## config.mk

```make
export PLATFORM = sky130hd
export DESIGN_NAME = sc_fifo_flags
export DESIGN_NICKNAME = d
export VERILOG_FILES = /design/src/rtl/sc_fifo_flags.sv
export SDC_FILE = /design/constraint.sdc
export NUM_CORES = 1
export LEC_CHECK = 0
export CELL_PAD_IN_SITES_DETAIL_PLACEMENT = 0
export CELL_PAD_IN_SITES_GLOBAL_PLACEMENT = 1
export CORE_ASPECT_RATIO = 2
export CORE_MARGIN = 5
export CORE_UTILIZATION = 35
export CTS_BUF_LIST = sky130_fd_sc_hd__clkbuf_4 sky130_fd_sc_hd__clkbuf_8
export DETAILED_ROUTE_END_ITERATION = 16
export HOLD_SLACK_MARGIN = 0.06
export PLACE_DENSITY = 0.59
export REMOVE_ABC_BUFFERS = 1
export SLEW_MARGIN = 20
export SYNTH_ARGS = -nofsm -noshare
export SYNTH_HDL_FRONTEND = slang
export SYNTH_SLANG_ARGS = --single-unit
```

## constraint.sdc

```tcl
create_clock -name clk_i -period 3.2 [get_ports clk_i]
set_input_delay 0.96 -clock clk_i [delete_from_list [all_inputs] [get_ports clk_i]]
set_output_delay 0.96 -clock clk_i [all_outputs]
set_load 0.01 [all_outputs]
```

## src/rtl/sc_fifo_flags.sv

```systemverilog
// Single-clock FIFO with registered count/flags, optional showahead read port
// and sticky overflow/underflow indicators.
module sc_fifo_flags #(
  parameter int DWIDTH           = 8,
  parameter int AWIDTH           = 4,
  parameter int SHOWAHEAD        = 0,
  parameter int ALMOST_FULL_VAL  = 12,
  parameter int ALMOST_EMPTY_VAL = 2
) (
  input  logic              clk_i,
  input  logic              srst_i,
  input  logic [DWIDTH-1:0] data_i,
  input  logic              wr_req_i,
  input  logic              rd_req_i,
  output logic [DWIDTH-1:0] q_o,
  output logic              empty_o,
  output logic              full_o,
  output logic              almost_empty_o,
  output logic              almost_full_o,
  output logic [AWIDTH:0]   usedw_o,
  output logic              ovf_o,
  output logic              udf_o
);

  localparam int DEPTH = 2**AWIDTH;
  localparam logic [AWIDTH:0] DEPTH_W = (AWIDTH+1)'(DEPTH);
  localparam logic [AWIDTH:0] AF_W    = (AWIDTH+1)'(ALMOST_FULL_VAL);
  localparam logic [AWIDTH:0] AE_W    = (AWIDTH+1)'(ALMOST_EMPTY_VAL);

  logic [DWIDTH-1:0] mem [DEPTH];
  logic [AWIDTH-1:0] wr_pntr, rd_pntr;
  logic              wr_en, rd_en;
  logic [AWIDTH:0]   usedw_next;

  // Acceptance uses the registered flags; nothing is accepted during reset.
  assign wr_en = wr_req_i & ~full_o  & ~srst_i;
  assign rd_en = rd_req_i & ~empty_o & ~srst_i;
  assign usedw_next = usedw_o + (AWIDTH+1)'(wr_en) - (AWIDTH+1)'(rd_en);

  always_ff @(posedge clk_i) begin
    if (wr_en) mem[wr_pntr] <= data_i;
  end

  always_ff @(posedge clk_i) begin
    if (srst_i) begin
      wr_pntr        <= '0;
      rd_pntr        <= '0;
      usedw_o        <= '0;
      empty_o        <= 1'b1;
      full_o         <= 1'b0;
      almost_empty_o <= 1'b1;
      almost_full_o  <= 1'b0;
      ovf_o          <= 1'b0;
      udf_o          <= 1'b0;
    end else begin
      if (wr_en) wr_pntr <= wr_pntr + AWIDTH'(1);
      if (rd_en) rd_pntr <= rd_pntr + AWIDTH'(1);
      usedw_o        <= usedw_next;
      empty_o        <= (usedw_next == '0);
      full_o         <= (usedw_next == DEPTH_W);
      almost_full_o  <= (usedw_next >= AF_W);
      almost_empty_o <= (usedw_next <  AE_W);
      if (wr_req_i & full_o)  ovf_o <= 1'b1;
      if (rd_req_i & empty_o) udf_o <= 1'b1;
    end
  end

  generate
    if (SHOWAHEAD != 0) begin : g_sa
      // Head word is always presented; valid only while not empty.
      assign q_o = mem[rd_pntr];
    end else begin : g_norm
      logic [DWIDTH-1:0] q_r;
      always_ff @(posedge clk_i) begin
        if (srst_i)     q_r <= '0;
        else if (rd_en) q_r <= mem[rd_pntr];
      end
      assign q_o = q_r;
    end
  endgenerate

endmodule

```

Word-level counts from Yosys, hierarchy flattened
Memories as Yosys holds them, arrays and structs flattened. A register that Yosys moved wholly into a read port is not among the register bits.
Index checks and enable logic that the tools add are counted.
{ "word_totals": {"word_cells": 29, "out_inout_bits": 19, "ram_bits": 128, "in_bits": 12, "regBits": 19, "memories": 1} }
{ "classes": {"bitwise": 9, "order_cmp": 2, "eq_ne": 1, "muxes": 2, "n_addsub": 4, "n_reduce_logical": 1} }
{ "mem_list": {"columns": ["name", "depth", "word_bits", "rd", "rd_clocked_by_memory_dff", "wr", "line_no", "text"], "rows": [
  ["mem", 16, 8, 1, 1, 1, "30", "logic [DWIDTH-1:0] mem [DEPTH];"]
]} }
{ "op_table": {"columns": ["op", "count"], "rows": [
  ["4-bit by 1-bit adder with 4-bit output (second input constant)", 2],
  ["1-bit AND", 6],
  ["5-bit by 1-bit adder with 5-bit output", 1],
  ["5-bit == test (second input constant)", 1],
  ["5-bit by 4-bit >= comparator with 1-bit output (second input constant)", 1],
  ["5-bit logical NOT", 1],
  ["5-bit by 2-bit less-than comparator with 1-bit output (second input constant)", 1],
  ["5-bit by 1-bit subtractor with 5-bit output", 1],
  ["1-bit NOT", 3],
  ["1-bit two-way mux", 2]
]} }

Depth between registers and ports, before layout
Gate-level depths: netlist of the first run.
{ "depth": {"depth_word": 6, "depth_mapped": 10, "depth_no_buf": 10} }

Least setup slack after synthesis of the first run
No wires, ideal clock.
{ "synth_path": {"kind": "input to register", "start": "input port srst_i", "end": "register almost_empty_o", "setup_ps": 116, "path_stages": 10, "arrival_time_ps": 3067, "required_time_ps": 3084, "path_slack_ps": 17, "path_buffers": 0, "cell_sequence": "nor3b_1 -> inv_1 -> ha_1 -> inv_1 -> ha_1 -> fa_1 -> a21o_1 -> a21oi_1 -> xnor2_1 -> a31o_2"} }
{ "synth_between": {"elab_chain_cells": 5, "word_cells_on_any_way": 6, "classes_between": "2 x add/sub; 1 x order compare; 3 x bitwise"} }
{ "synth_rtl": {"columns": ["item", "line_no", "text"], "rows": [
  ["start: declaration", "11", "input logic srst_i,"],
  ["1-bit NOT", "36, 37", null],
  ["1-bit AND", "36", "assign wr_en = wr_req_i & ~full_o & ~srst_i;"],
  ["5-bit by 1-bit adder with 5-bit output", "38", "assign usedw_next = usedw_o + (AWIDTH+1)'(wr_en) - (AWIDTH+1)'(rd_en);"],
  ["5-bit by 1-bit subtractor with 5-bit output", "38", null],
  ["5-bit by 2-bit less-than comparator with 1-bit output", "62", "almost_empty_o <= (usedw_next < AE_W);"],
  ["end signal: assignment", "62", null],
  ["end: declaration", "18", "output logic almost_empty_o,"]
]} }
Several ways; a longest one is shown, not always the timed one.
A chain may end at the register's enable or synchronous reset.

Worst setup path in the final report of the first run
{ "layout_path": {"start": "input port wr_req_i", "end": "register full_o"} }
{ "layout_between": {"elab_chain_cells": 5} }
{ "layout_rtl": {"columns": ["item", "line_no", "text"], "rows": [
  ["start: declaration", "13", "input logic wr_req_i,"],
  ["1-bit AND (2 in a row)", "36", null],
  ["5-bit by 1-bit adder with 5-bit output", "38", null],
  ["5-bit by 1-bit subtractor with 5-bit output", "38", null],
  ["5-bit == test", "60", "full_o <= (usedw_next == DEPTH_W);"],
  ["end signal: assignment", "60", null],
  ["end: declaration", "17", "output logic full_o,"]
]} }
No other way between the ends.

==> run_results.csv, run 1 <==
group,metric,value,unit
timing,setup_viol,0,
die,die_area,0.02048,sq mm
cts,cts.clk_slew.worst_paths,0.08,ns
die,io_pins,31,
grt,grt_pass1_wl,20.46,mm
grt,antenna_found_initial,0,
die,start_util,0.3561,
status,outcome,"complete, no violations",
cts,post_cts_buffers,0,
final_layout,final_cell_mix,"edfxtp_1, nor2_1, clkdlybuf4s50_1",
timing,hold_violations,0,
critical_path,r2r_end,"full_o",
critical_path,r2r_start,"full_o",
synthesis,yosysSeqAreaShare,0.7129,
detailed_routing,drtAntennaViolNets,0,
placed_design,place_inst,606,
synthesis,synth_ff_type,"edfxtp_1",
final_layout,layout.cells.non_filler,638,
min_path,hold_class,"register to register",
die,die_y,197.5,microns
cts,numCtsBuffers,17,
synthesis,synth.cell_area,0.006150,sq mm
power,p_per_area,669.1,mW/mm^2
final_layout,n_antenna_cell,0,
grt,gr-total-overflow,0,
grt,track_usage,0.1362,
critical_path,cp-start-kind,"primary input",
cts,cts_max_level,4,
timing,fin_crit_sh,0.9657,
detailed_routing,wirelength,13.46,mm
job,max_cap_viol_count,0,
critical_path,crit_end,"full_o",
timing,fin_ws,0.1097,ns
placed_design,io_buffers,30,
critical_path,r2r_cells,10,
critical_path,cp_data_required_time,3.55,ns
critical_path,crit_path_end_kind,"register",
detailed_routing,avgRoutedWirePerCell,21.10,microns
placed_design,hpwl,9.098,mm
critical_path,arrival,3.44,ns
cts,cts_tree,"yes",
critical_path,reg2reg_slack,0.74,ns
final_layout,seqCellArea,0.004385,sq mm
die,die_x,103.7,microns
final_layout,final_common_cell,"edfxtp_1",
cts,cts_max_path_buffers,2,
final_layout,multi_input_area,0.001668,sq mm
cts,post_cts_resized,0,
synthesis,ys_warn_count,0,
detailed_routing,vias,3193,
power,ir_drop,494.7,uV
final_layout,nets,438,
grt,grt_pass1_vias,3478,
synthesis,synthCells,353,
final_layout,syn_to_final_growth,18.84,%
placed_design,pre_cts_ws,-0.4549,ns
critical_path,critical_path.max_fanout,5,
synthesis,synth_edf_count,128,
timing,min_period,3.090,ns
critical_path,startpoint,"wr_req_i",
detailed_routing,drtIter0Drc,180,
die,rows,68,
placed_design,gp_congestion,0.7215,
cts,cts-hold-fix-buffers,0,
grt,grt_max_degree,26,
power,leakagePower,2.429,nW
synthesis,ys_ff_latch,155,
cts,cts_root_buf,"clkbuf_8",
timing,fmax,0.3236,GHz
final_layout,fillers,1582,
detailed_routing,drt_pass1_iterations,4,
synthesis,synth_cell_type_count,35,
synthesis,async_flop_share,0,
cts,cts.sinks,155,
timing,max_slew_margin,0.5294,
timing,fin_skew,0.009777,ns
critical_path,critical_path_class,"primary input to register",
final_layout,drive_gt1_frac,0.2477,
timing,drv_slew,0,
timing,worst_pin_slew,0.7033,ns
detailed_routing,viasPerCell,5.005,
cts,clk_latency,0.44,ns
synthesis,synth.avg_cell_area,17.42,sq um
detailed_routing,remaining_drc_errors,0,
die,coreArea,0.01727,sq mm
-- kinds of logic (layout without fill, tap and decap cells) --
| family | count (synthesis) | after routing | synth area share |
|---|---|---|---|
| AOI/OAI and AO/OA | 28 | 28 | 0.03459 |
| adders and majority gates | 11 | 11 | 0.02360 |
| buffers and inverters | 26 | 101 | 0.02136 |
| muxes | 49 | 49 | 0.1375 |
| and+or+nand+nor | 72 | 72 | 0.05290 |
| DFF | 155 | 155 | 0.7129 |
| xor gates and xnor gates | 12 | 12 | 0.01709 |
-- synth_stat cells, drive strengths merged, types with 5 or more instances --
cell type	n	share of area
dfxtp	27	0.088
nor2b	5	0.0051
clkbuf	6	0.0037
a221o	6	0.0098
xnor2	5	0.0071
nand2	10	0.0061
mux4	24	0.093
a21oi	5	0.0041
o22ai	6	0.0061
buf	11	0.012
mux2i	5	0.0081
nor2	36	0.022
nor3	11	0.0090
ha	10	0.020
edfxtp	128	0.63
inv	9	0.0055
xor2	7	0.010
mux2	20	0.037
-- per-layer routing --
layer	global-route usage	part of all wire
met3	0.03009	0.029
met4	0.04899	0.014
met5	0	0
met2	0.2704	0.59
met1	0.1355	0.36
-- worst max-delay path, cell delays in order --
cell and delay (ns):
clkdlybuf4s50_1 0.49, nor3b_4 0.20, inv_1 0.06, ha_1 0.27, inv_1 0.04, ha_1 0.20, fa_1 0.41, a21o_1 0.20
a21oi_2 0.17, xnor2_2 0.13, nor4bb_1 0.30
-- sequential cells by signal (all words and copies together), names as in the netlist --
name            count
rd_pntr             4
almost_empty_o      1
usedw_o             5
udf_o               1
ovf_o               1
almost_full_o       1
full_o              1
wr_pntr             4
mem               128
empty_o             1
q_o                 8
-- layout make-up --
class | instances | area share
inverter | 9 | 0.004622
tap | 210 | 0.03595
clock inverter | 12 | 0.02037
sequential | 155 | 0.6001
multi-input combinational | 172 | 0.2282
clock buffer | 20 | 0.03510
timing repair buffer | 60 | 0.07567
-- where the power goes --
group | internal [mW] | switching (mW) | total [mW]
registers | 2.30 | 0.0968 | 2.40
logic | 0.517 | 0.492 | 1.01
clock network | 0.794 | 0.688 | 1.48
total | 3.61 | 1.28 | 4.89
-- worst min-delay path by stage --
stage / startpoint / to / slack [ns] / depth (start not counted)
3_3_place_gp: udf_o / udf_o / 0.46 / 2
2_1_floorplan: rd_pntr[3] / rd_pntr[3] / 0.50 / 2
6_report: ovf_o / ovf_o / 0.49 / 2
5_1_grt: udf_o / udf_o / 0.54 / 2
3_5_place_dp: udf_o / udf_o / 0.47 / 2
4_1_cts: ovf_o / ovf_o / 0.50 / 2
-- metrics by stage --
| stage | total power [mW] | utilization | cell area (sq um) | hold WS (ns) | TNS, ns |
|---|---|---|---|---|---|
| 6_report | 4.890 | 0.4231 | 7308 | 0.4935 | 0 |
| 5_1_grt | 5.129 | 0.4231 | 7308 | 0.5365 | -0.01910 |
| 4_1_cts | 4.929 | 0.4210 | 7272 | 0.4968 | 0 |
| 3_5_place_dp | 3.433 | 0.3976 | 6867 | 0.4660 | -2.072 |
| 3_3_place_gp | 3.427 | 0.3976 | 6867 | 0.4637 | -1.638 |
| 2_1_floorplan | 2.999 | - | 6052 | 0.5010 | 0 |
Note: power is estimated with default switching activity, not from simulation.
==> run 2, diff against run 1 <==
Settings changed: CORE_MARGIN 5 to 4, GPL_TIMING_DRIVEN set to 0.
==> run 2 against run 1 <==
- clock-buffer cell count fell by 1
- largest cell class unchanged
- combinational power barely moved
- die area fell by 2.9%
- sequential power barely moved
- register-to-register slack improved by 0.03 ns
- via count rose by 0.38%
- first-iteration DRC count fell by 22%
- setup slack barely moved
- hold slack got worse by 0.0067 ns
- global-route usage rose by 0.60 points
- utilization fell by 0.30 points
- critical path type unchanged
- total power rose by 5.1%
==> run_results.csv, run 2 (synthesis gave the netlist of run 1 again) <==
group,metric,value,unit
timing,max_slew_margin,0.3126,
die,io_pins,31,
die,coreArea,0.01727,sq mm
die,die_y,195.5,microns
cts,cts_root_buf,"clkbuf_8",
critical_path,critical_path_class,"primary input to register",
timing,hold_violations,0,
critical_path,cp-start-kind,"primary input",
critical_path,critical_path.max_fanout,5,
placed_design,gp_congestion,0.6820,
power,p_per_area,708.1,mW/mm^2
final_layout,final_cell_mix,"edfxtp_1, nor2_1, clkdlybuf4s50_1",
cts,numCtsBuffers,17,
critical_path,crit_end,"usedw_o[4]",
cts,cts_max_path_buffers,2,
final_layout,fillers,1585,
final_layout,seqCellArea,0.004388,sq mm
timing,finalSetupTns,0,ns
detailed_routing,drt_pass1_iterations,5,
grt,antenna_found_initial,0,
final_layout,syn_to_final_growth,17.99,%
placed_design,hpwl,8.767,mm
timing,drv_slew,0,
min_path,hold_class,"register to register",
die,die_area,0.01988,sq mm
die,die_x,101.7,microns
critical_path,r2r_end,"usedw_o[4]",
power,leakagePower,2.351,nW
cts,cts_max_level,4,
final_layout,final_common_cell,"edfxtp_1",
final_layout,top_register,"mem",
cts,cts_tree,"yes",
placed_design,io_buffers,30,
detailed_routing,drtAntennaViolNets,0,
critical_path,startpoint,"wr_req_i",
status,outcome,"complete, no violations",
critical_path,arrival,3.41,ns
grt,gr-total-overflow,0,
die,start_util,0.3561,
min_path,hold_depth,2,
final_layout,multi_input_area,0.001687,sq mm
timing,setup_viol,0,
detailed_routing,vias,3205,
critical_path,cp_data_required_time,3.52,ns
critical_path,r2r_cells,11,
grt,track_usage,0.1422,
final_layout,largest_reg_flops,128,
power,ir_drop,413.0,uV
timing,worst_pin_slew,1.027,ns
cts,cts.clk_slew.worst_paths,0.09,ns
critical_path,reg2reg_slack,0.77,ns
cts,cts-hold-fix-buffers,0,
critical_path,r2r_start,"full_o",
job,max_cap_viol_count,0,
final_layout,nets,418,
detailed_routing,drtIter0Drc,140,
critical_path,crit_path_end_kind,"register",
grt,grt_max_degree,29,
timing,fmax,0.3236,GHz
final_layout,drive_gt1_frac,0.2328,
die,rows,68,
detailed_routing,avgRoutedWirePerCell,21.31,microns
final_layout,final_util,0.4201,
detailed_routing,remaining_drc_errors,0,
detailed_routing,wirelength,13.17,mm
timing,fin_skew,0.01592,ns
grt,grt_pass1_wl,20.00,mm
cts,cts.sinks,155,
timing,fin_crit_sh,0.9658,
timing,min_period,3.091,ns
cts,clk_latency,0.45,ns
detailed_routing,viasPerCell,5.186,
grt,grt_pass1_vias,3432,
final_layout,n_antenna_cell,0,
==> run 2: how the worst min path moves through the flow <==
stage,startpoint,to,slack (ns)
after floorplan,rd_pntr[3],rd_pntr[3],0.50
after global placement,ovf_o,ovf_o,0.45
after detailed placement,q_o[5],q_o[5],0.46
after CTS,ovf_o,ovf_o,0.49
after global routing,q_o[6],q_o[6],0.51
final,udf_o,udf_o,0.49
==> run 2: area by class of cell <==
class                           instances  area share
Clock buffer                           19     0.03518
Timing Repair Buffer                   40     0.05725
Inverter                                9    0.004656
Tap cell                              210     0.03621
Clock inverter                         13     0.02949
Sequential cell                       155      0.6048
Multi-Input combinational cell        172      0.2325
==> run 2: power breakdown <==
| group | switching [mW] | internal [mW] | leakage, nW | total (mW) |
|---|---|---|---|---|
| Clock | 0.740 | 0.965 | 0.230 | 1.71 |
| Sequential | 0.0951 | 2.30 | 1.38 | 2.40 |
| Combinational | 0.492 | 0.543 | 0.745 | 1.03 |
==> run 2: critical path: stages <==
cell	delay (ns)
clkdlybuf4s50_1	0.50
nor3b_4	0.21
inv_1	0.07
ha_1	0.27
inv_1	0.04
ha_2	0.20
fa_2	0.40
a21o_1	0.21
a21oi_2	0.17
xnor2_2	0.19
buf_4	0.17
nor2_1	0.03
==> run 2: what timing repair did <==
item / CTS / global route
setup endpoints to repair: 120 / 4
buffers inserted: 1 / 3
resized for setup: 9 / 3
endpoints found under the hold margin: 0 / 0
cloned: 0 / 0
pin swaps: 0 / 4
==> run 2: per-stage QoR <==
step / total power, mW / instance area (sq um) / setup WS, ns / hold slack [ns] / std cells
finish: 5.138 / 7256 / 0.1095 / 0.4868 / 618
global route: 5.376 / 7256 / -0.03972 / 0.5146 / 618
CTS: 5.146 / 7222 / 0.02060 / 0.4922 / 615
detailed placement: 3.416 / 6729 / -1.439 / 0.4611 / 582
global placement: 3.368 / 6615 / -1.379 / 0.4513 / 576
floorplan: 2.999 / 6052 / 0.01706 / 0.5010 / 336
==> run 2: per-layer routing <==
layer  track usage  wire, microns  up-vias
met3       0.03861            439        9
met4       0.05523            226        0
li1              -              -     1458
met2        0.2668           7870       68
met5             0              0        -
met1        0.1439           4632     1670
==> run 3, diff against run 2 <==
Settings changed: SLEW_MARGIN 20 to 10.
==> run 3 against run 2 <==
- routed wire length down 0.98%
- non-clock buffer count fell by 2
- cell count is 0.32% lower
- clock skew fell by 0.0048 ns
- setup slack improved by 0.035 ns
- critical path depth unchanged
- first-iteration DRC count decreased by 7.1%
- sequential power is essentially flat
- total power down 4.7%
- die area is the same
- clock-buffer cell count unchanged
- critical endpoint unchanged
- largest power group unchanged
==> run_results.csv, run 3 (synthesis gave the netlist of run 1 again) <==
group,metric,value,unit
final_layout,top_register,"mem",
detailed_routing,drtAntennaViolNets,0,
timing,worst_pin_slew,0.9938,ns
timing,hold_violations,0,
grt,grt_pass1_wl,19.95,mm
die,die_area,0.01988,sq mm
final_layout,final_common_cell,"edfxtp_1",
critical_path,r2r_cells,11,
grt,antenna_found_initial,0,
timing,min_period,3.056,ns
cts,cts-hold-fix-buffers,0,
final_layout,syn_to_final_growth,16.60,%
final_layout,layout.cells.non_filler,616,
critical_path,cpPeakStageDelay,0.49,ns
timing,setup_viol,0,
final_layout,largest_reg_flops,128,
min_path,hold_class,"register to register",
placed_design,gp_congestion,0.6820,
final_layout,final_cell_mix,"edfxtp_1, nor2_1, clkdlybuf4s50_1",
timing,drv_slew,0,
die,start_util,0.3561,
cts,clk_latency,0.44,ns
critical_path,critical_path_class,"primary input to register",
die,rows,68,
grt,track_usage,0.1416,
grt,gr-total-overflow,0,
timing,fin_ws,0.1444,ns
detailed_routing,wirelength,13.04,mm
placed_design,pre_cts_ws,-1.435,ns
detailed_routing,vias,3151,
critical_path,path_cells,"clkdlybuf4s50_1, nor3b_4, inv_1, ha_1, inv_1, ha_2, fa_2, a21o_1, a21oi_2, xnor2_2, buf_4, nor2_1",
placed_design,io_buffers,30,
die,die_x,101.7,microns
placed_design,place_inst,581,
critical_path,cp-start-kind,"primary input",
critical_path,cpMaxStageDelayCell,"clkdlybuf4s50_1",
cts,cts_tree,"yes",
critical_path,crit_top_cell,"inv_1",
timing,max_slew_margin,0.3350,
detailed_routing,viasPerCell,5.115,
placed_design,hpwl,8.515,mm
critical_path,crit_path_end_kind,"register",
placed_design,placed_cell_area,0.006714,sq mm
cts,cts.clk_slew.worst_paths,0.08,ns
grt,grt_pass1_vias,3438,
detailed_routing,drtIter0Drc,130,
min_path,hold_depth,2,
critical_path,arrival,3.37,ns
critical_path,critical_path.max_fanout,5,
die,coreArea,0.01727,sq mm
final_layout,design_area,0.007171,sq mm
job,max_cap_viol_count,0,
timing,fin_crit_sh,0.9549,
grt,grt_max_degree,29,
cts,cts.sinks,155,
cts,cts_root_buf,"clkbuf_8",
timing,fmax,0.3273,GHz
final_layout,drive_gt1_frac,0.2266,
timing,fin_skew,0.01108,ns
die,io_pins,31,
power,leakagePower,2.312,nW
power,ir_drop,498.4,uV
cts,cts_max_path_buffers,2,
power,total_power,4.899,mW
detailed_routing,remaining_drc_errors,0,
detailed_routing,drt_pass1_iterations,4,
cts,numCtsBuffers,17,
power,p_per_area,683.2,mW/mm^2
timing,finalSetupTns,0,ns
status,outcome,"complete, no violations",
detailed_routing,avgRoutedWirePerCell,21.17,microns
die,die_y,195.5,microns
final_layout,nets,416,
cts,cts_max_level,4,
final_layout,n_antenna_cell,0,
critical_path,cp_data_required_time,3.52,ns
run 3: cell types whose count changed in the layout (fill, tap and decap cells not counted), moves of 2 or more:
cell and change:
buf_4 -2, clkinv_2 +4, inv_6 -2, bufinv_16 -2
run 3: worst paths after layout:
check | from | end | slack (ns)
max | wr_req_i | usedw_o[4] | 0.14
min | udf_o | udf_o | 0.48
max reg2reg | full_o | usedw_o[4] | 0.80
min reg2reg | udf_o | udf_o | 0.48
run 3: repair_timing:
action / CTS / global route
endpoints found under the hold margin: 0 / 0
pin swaps: 0 / 4
setup endpoints to repair: 124 / 4
buffers inserted: 1 / 2
resized for setup: 7 / 3
run 3: final cells by class:
class	instances	area, sq um
clock buffers	19	249.0
flip-flops and latches	155	4388
repair buffers	38	399.1
multi-input cells	172	1687
inverters	9	33.78
well taps	210	262.8
clock inverters	13	151.4
fillers	1574	10100
run 3: power by group:
part | internal (mW) | switching, mW
Combinational | 0.535 | 0.495
Sequential | 2.30 | 0.0863
Clock | 0.780 | 0.699
Total | 3.62 | 1.28
run 3: worst max-delay path, delay by kind of cell:
family,cells,cell delay (ns)
simple gates,2,0.22
buf+inv,4,0.77
fa+ha+maj,3,0.86
compound gates,2,0.37
xor+xnor,1,0.19
run 3: stage by stage:
stage                     hold slack (ns)  utilization
after floorplan                    0.5010            -
after global placement             0.4513       0.3830
after detailed placement           0.4604       0.3887
after CTS                          0.4913       0.4136
after global routing               0.5129       0.4152
final                              0.4840       0.4152
run 3: routing by layer:
layer  vias up  share of wire  track usage
li1       1453              -            -
met1      1625           0.37       0.1488
met2        61           0.58       0.2600
met3        12          0.032      0.03861
met4         0          0.020      0.05473
met5         -              0            0
